**config.mk**
```make
export PLATFORM = sky130hd
export DESIGN_NAME = spm_memory_responder
export DESIGN_NICKNAME = d
export VERILOG_FILES = /design/src/rtl/spm_pkg.sv /design/src/rtl/spm_ram.sv /design/src/rtl/spm_memory_responder.sv
export SDC_FILE = /design/constraint.sdc
export NUM_CORES = 2
export LEC_CHECK = 0
export CAP_MARGIN = 20
export CORE_ASPECT_RATIO = 1.25
export CORE_MARGIN = 2
export CORE_UTILIZATION = 28
export DETAILED_ROUTE_END_ITERATION = 8
export SYNTH_ARGS = -nofsm -noshare
export SYNTH_HDL_FRONTEND = slang
export SYNTH_SLANG_ARGS = --single-unit
```
**constraint.sdc**
```tcl
create_clock -name clk -period 9.57 [get_ports clk]
set_clock_uncertainty 0.15 [all_clocks]
set_input_delay 1.914 -clock clk [delete_from_list [all_inputs] [get_ports clk]]
set_output_delay 1.914 -clock clk [all_outputs]
set_load 0.02 [all_outputs]
```
**src/rtl/spm_pkg.sv**
```systemverilog
// Shared definitions for the stored-program machine memory side.
// Holds the responder state encoding and the instruction opcodes used by
// the control unit and the benches.
package spm_pkg;

    typedef enum logic [1:0] {
        RUN    = 2'd0,
        LOAD   = 2'd1,
        FINISH = 2'd2
    } resp_state_t;

    localparam logic [3:0] NOP  = 4'b0000;
    localparam logic [3:0] ADD  = 4'b0001;
    localparam logic [3:0] SUB  = 4'b0010;
    localparam logic [3:0] AND  = 4'b0011;
    localparam logic [3:0] NOT  = 4'b0100;
    localparam logic [3:0] RD   = 4'b0101;
    localparam logic [3:0] WR   = 4'b0110;
    localparam logic [3:0] BR   = 4'b0111;
    localparam logic [3:0] BRZ  = 4'b1000;
    localparam logic [3:0] HALT = 4'b1111;

endpackage

```
**src/rtl/spm_ram.sv**
```systemverilog
// DEPTH x DATA_W storage: one synchronous write port, one asynchronous read.
// Ports: clk; we/waddr/wdata write port; raddr/rdata combinational read.
// Contents are intentionally not reset.
module spm_ram #(
    parameter int unsigned ADDR_W = 8,
    parameter int unsigned DATA_W = 8,
    parameter int unsigned DEPTH  = 256
) (
    input  logic              clk,
    input  logic              we,
    input  logic [ADDR_W-1:0] waddr,
    input  logic [DATA_W-1:0] wdata,
    input  logic [ADDR_W-1:0] raddr,
    output logic [DATA_W-1:0] rdata
);

    logic [DATA_W-1:0] mem [DEPTH];

    always_ff @(posedge clk) begin
        if (we) begin
            mem[waddr] <= wdata;
        end
    end

    assign rdata = mem[raddr];

endmodule

```
**src/rtl/spm_memory_responder.sv**
```systemverilog
// Memory-side responder for the stored-program machine.
// CPU side: bus_2/load_add_r load the address register, bus_1/write commit a
// word, mem_word is the combinational read of mem[add_r].
// Loader side: ld_start begins a byte-stream fill from address 0 with a
// valid/ready handshake (ld_valid, ld_data, ld_last, ld_ready); ld_done pulses
// at the end, ld_err flags overflow, cpu_hold keeps the CPU in reset meanwhile.
module spm_memory_responder
    import spm_pkg::*;
#(
    parameter int unsigned ADDR_W = 8,
    parameter int unsigned DATA_W = 8,
    parameter int unsigned DEPTH  = 256
) (
    input  logic              clk,
    input  logic              rst,
    input  logic [DATA_W-1:0] bus_2,
    input  logic [DATA_W-1:0] bus_1,
    input  logic              load_add_r,
    input  logic              write,
    output logic [DATA_W-1:0] mem_word,
    input  logic              ld_start,
    input  logic              ld_valid,
    input  logic [DATA_W-1:0] ld_data,
    input  logic              ld_last,
    output logic              ld_ready,
    output logic              ld_done,
    output logic              ld_err,
    output logic              cpu_hold
);

    localparam logic [ADDR_W-1:0] LAST_ADDR = ADDR_W'(DEPTH - 1);

    resp_state_t       state;
    logic [ADDR_W-1:0] add_r;
    logic [ADDR_W-1:0] ptr;

    logic              xfer;
    logic              ram_we;
    logic [ADDR_W-1:0] ram_waddr;
    logic [DATA_W-1:0] ram_wdata;

    assign xfer = (state == LOAD) && ld_valid;

    // Write port mux: the loader owns the port during LOAD, the CPU only in RUN.
    // Gating with rst keeps a reset edge from committing a stray write.
    always_comb begin
        ram_we    = 1'b0;
        ram_waddr = add_r;
        ram_wdata = bus_1;
        if (state == LOAD) begin
            ram_we    = xfer && !rst;
            ram_waddr = ptr;
            ram_wdata = ld_data;
        end else if (state == RUN) begin
            ram_we    = write && !rst;
        end
    end

    spm_ram #(
        .ADDR_W(ADDR_W),
        .DATA_W(DATA_W),
        .DEPTH (DEPTH)
    ) u_ram (
        .clk  (clk),
        .we   (ram_we),
        .waddr(ram_waddr),
        .wdata(ram_wdata),
        .raddr(add_r),
        .rdata(mem_word)
    );

    always_ff @(posedge clk) begin
        if (rst) begin
            state    <= RUN;
            add_r    <= '0;
            ptr      <= '0;
            ld_ready <= 1'b0;
            ld_done  <= 1'b0;
            ld_err   <= 1'b0;
            cpu_hold <= 1'b0;
        end else begin
            unique case (state)
                RUN: begin
                    ld_done <= 1'b0;
                    if (load_add_r) begin
                        add_r <= bus_2;
                    end
                    if (ld_start) begin
                        state    <= LOAD;
                        ptr      <= '0;
                        ld_err   <= 1'b0;
                        cpu_hold <= 1'b1;
                        ld_ready <= 1'b1;
                    end
                end
                LOAD: begin
                    if (xfer) begin
                        ptr <= ptr + 1'b1;
                        // Ending at the top address stops the fill before ptr
                        // wraps, so address 0 is never overwritten.
                        if (ld_last || (ptr == LAST_ADDR)) begin
                            state    <= FINISH;
                            ld_ready <= 1'b0;
                            ld_done  <= 1'b1;
                            if (!ld_last) begin
                                ld_err <= 1'b1;
                            end
                        end
                    end
                end
                FINISH: begin
                    add_r    <= '0;
                    ld_done  <= 1'b0;
                    cpu_hold <= 1'b0;
                    state    <= RUN;
                end
                default: begin
                    state <= RUN;
                end
            endcase
        end
    end

endmodule

```
Word-level counts from Yosys, hierarchy flattened
Memory sizes are Yosys's and may differ from the RTL's. A register that Yosys moved wholly into a read port is not among the register bits. Cells that the tools add are included.

Add/sub/neg operators: 1. Eq/ne operators: 8. Muxes and demuxes: 30. Reductions and logical operators: 17.

Operator list (number): two-way mux 8 bit (7); one-hot mux 8 bit (2 select lines) (2); two-way mux 1 bit (13); AND reduction 3 bit (3); adder 8 x 1 -> 8 bit (second input constant) (1); == test 8 bit (second input constant) (1); != test 2 bit (second input constant) (4); one-hot mux 1 bit (2 select lines) (4); two-way mux 2 bit (3); nonzero test 2 bit (3); AND reduction 5 bit (1); one-hot mux 2 bit (2 select lines) (1); AND reduction 2 bit (2); AND reduction 4 bit (1); logical AND 1 bit (3); == test 2 x 1 -> 1 bit (second input constant) (1); == test 2 bit (second input constant) (1); logical NOT 2 bit (1); != test 2 x 1 -> 1 bit (second input constant) (1); OR reduction 2 bit (1); logical NOT 1 bit (1); logical OR 1 bit (1).

Bits in registers: 22. RAM bits: 2048. Memories kept: 1.

Memories: u_ram.mem (words 256, width 8, read ports 1, clocked after Yosys merged registers in 1, write ports 1, line spm_ram.sv:17) `logic [DATA_W-1:0] mem [DEPTH];`.

Depth between registers and ports, before layout
Depth in word-level cells: 6. Depth in mapped cells: 12.

Modules after synthesis
A second synthesis with hierarchy kept.

Cell total of the unflattened synthesis: 3852. Area total of the unflattened synthesis: 80577.3 µm².

Modules (own cells, without submodules): spm_ram (times used 1, cells an instance 3725, area an instance 79396.1 µm², seq. area each 61499.0 µm²); spm_memory_responder (times used 1, cells an instance 127, area an instance 1181.1 µm², seq. area each 440.4 µm²).

Least setup slack after synthesis
Ideal clock, no wire load.

Kind: input port to flip-flop. Start point: input ld_data[0]. End point: memory u_ram.mem[0][0] (data pin). Library setup time: 822 ps. Data arrival time: 5010 ps. Setup slack: 3587 ps. Stages: 2. Buffers on the path: 0. Cell sequence: nand2_1 > nand2_1.

Longest elaborated chain between the ends: 1.

RTL lines: from (decl) (line spm_memory_responder.sv:23) `input logic [DATA_W-1:0] ld_data,`; two-way mux 8 bit (line spm_memory_responder.sv:50) `if (state == LOAD) begin`; named net ram_wdata[0] (line spm_memory_responder.sv:40) `logic [DATA_W-1:0] ram_wdata;`; to (decl) (line spm_ram.sv:17).

The timed path passes the listed nets, and every way through them passes these cells.

==> flow_metrics.tcl <==
set metrics [dict create \
    vdd_drop_max_mv 0.159 \
    htreeDepth 4 \
    drc 0 \
    whs_ps 327 \
    die_y_um 605 \
    grt_pass1_vias 40900 \
    min_path_type "reg -> reg" \
    period_minus_slack_ps 7990 \
    area_growth_syn_to_layout_pct 13.5 \
    cp-end-kind "output pin" \
    drt_first_pass_iters 5 \
    final-max-slew-violation-count 0 \
    netlist_instances 3958 \
    period_share_pct 83.5 \
    drv_cap 0 \
    fp.coreArea_mm2 0.287 \
    drive_gt1_share_pct 20.5 \
    antenna_found_initial 11 \
    syn_nets 3990 \
    cts_hold_buffers 0 \
    synth-edff-count 2048 \
    cts_buffer_depth 3 \
    multi_input_area_mm2 0.0174 \
    cp-start-kind "register" \
    setup_tns_ps 0 \
    synth_top_area_share_pct 76.1 \
    routed_wl_um 209000 \
    fp-row-count 220 \
    yosys_register_bits 2078 \
    hold_viol_final 0 \
    status "finished clean" \
    fmax_mhz 125 \
    max-slew-margin-rel_pct 4.72 \
    gp_congestion 0.853 \
    start_util_pct 28.1 \
    overflow 0 \
    synthArstFlopShare_pct 0 \
    fillCellCount 27300 \
    synth_top_area_cell "edfxtp_1" \
    final_nets 4063 \
    syn_area_per_cell_um2 20.4 \
    cp.arrival_ps 5920 \
    cts_resized 0 \
    cts_made_buffers 190 \
    die_w_um 485 \
    vias_per_cell 4.99 \
    grt_max_degree 225 \
    cts_setup_buffers 0 \
    clkTransAtPathRegs_ps 60 \
    cellPowerDensity_mw_per_mm2 210 \
    critPathMaxFanout 40 \
    cts_tree "yes" \
    yosys_warnings 0 \
    place.port_buffers 42 \
    synth_area_leaders "edfxtp_1 76%, mux4_2 12%, mux2i_1 2.0%" \
    required_ps 7510 \
    seqCellArea_mm2 0.0621 \
    synth_ff_type "edfxtp_1" \
    grt_pass1_wl_um 300000 \
    worst_pin_slew_ps 1430 \
    ys_seq_area_share_pct 76.8 \
    via_count 39700 \
    dp_hpwl_um 130000 \
    power_w 0.0193 \
    setup_violations 0 \
    p_leak_nw 26.5 \
    ys_top_cells_by_count "2048 x edfxtp_1, 423 x mux4_2, 281 x nor2_1, 161 x a22oi_1, 158 x mux2i_1" \
    yosysMostFrequentCell "edfxtp_1" \
    drt_iter0_drc 3892 \
    detail-route-antenna-nets 0 \
    rsz0062_at_grt "false" \
    clkLatencyLatePin_ps 850 \
    grt_usage_pct 14.0 \
    synth_area_mm2 0.0809 \
    critPathKind "reg -> out" \
    cts_root_buffer "clkbuf_16" \
    synth.distinct_cells 71 \
    drt-wirelength-per-cell_um 26.3 \
    die_area_mm2 0.293 \
    ios 43 \
    cts.sinks 2078 \
]
-- critical path, stage by stage (launching register included) --
cell	delay (ps)
dfxtp_4	950
buf_4	770
mux2i_1	180
o221ai_1	260
o21ai_0	160
a21oi_1	610
nor4_1	150
buf_2	220
buf_4	150
nor4_2	790
clkdlybuf4s50_1	760
-- stage by stage --
stage | utilization [%] | cell area [um2] | std cells | setup slack, ps
detailed placement | 29.7 | 85500 | 7609 | 2150
global placement | 29.7 | 85500 | 7607 | 1980
floorplan | - | 80900 | 3958 | 3590
global route | 31.9 | 91700 | 7961 | 1350
finish | 31.9 | 91700 | 7962 | 1580
CTS | 31.9 | 91700 | 7956 | 1210
-- sequential cells by signal (all words and copies together), names as in the netlist, named ones only --
signal / count
ld_done: 1
state: 2
ptr: 8
cpu_hold: 1
ld_ready: 1
u_ram.mem: 2048
add_r: 8
ld_err: 1
-- cell families after synthesis --
group / count (synthesis) / synth area share (%)
simple gates: 531 / 2.97
xor+xnor: 5 / 0.0542
compound gates: 495 / 4.26
fa+ha+maj: 1 / 0.0155
buf+inv: 250 / 1.92
flops: 2078 / 76.8
mux: 598 / 14.0
-- routing by layer --
layer | vias up | GRT usage (%) | share of wire (%)
met5 | - | 0 | 0.0062
met3 | 441 | 2.00 | 5.5
li1 | 16600 | - | -
met1 | 21100 | 16.6 | 37
met2 | 1492 | 24.9 | 52
met4 | 2 | 6.98 | 5.1
-- power breakdown --
part	switching [W]	internal (W)
logic	0.000951	0.000403
clock network	0.00337	0.00430
registers	0.0000291	0.0102
total	0.00435	0.0149
-- final timing paths --
kind	depth (start not counted)	end	startpoint	slack (ps)
worst max-delay path	10	mem_word[7]	register	1580
worst min-delay path	2	cpu_hold	cpu_hold	330
worst max register to register	6	u_ram.mem[133][4]	state[1]	4960
worst min register to register	2	cpu_hold	cpu_hold	330
-- layout by cell type, fill, tap and decap left out, types with 17 or more instances in the layout --
cell / instances
o221ai_1: 28
nor3_1: 26
o22ai_1: 41
nand2b_1: 17
mux4_2: 423
a211oi_1: 19
clkbuf_1: 37
clkinv_2: 35
buf_4: 61
mux2i_1: 158
edfxtp_1: 2048
dfxtp_1: 24
nand2_1: 82
o21ai_0: 30
mux2_2: 17
nor2_1: 279
a21oi_1: 102
clkdlybuf4s50_1: 42
a31oi_1: 19
a22oi_1: 161
clkbuf_16: 193
bufinv_16: 22
clkinv_1: 36
-- final cells by class --
cell class,count,share of cell area [%]
clock inverter,117,1.35
timing repair buffer,123,1.35
clock buffer,230,5.42
sequential,2078,67.7
antenna,2,0.00546
multi-input combinational,1630,19.0
tap,3774,5.15
inverter,8,0.0327
(Power assumes the default switching activity.)
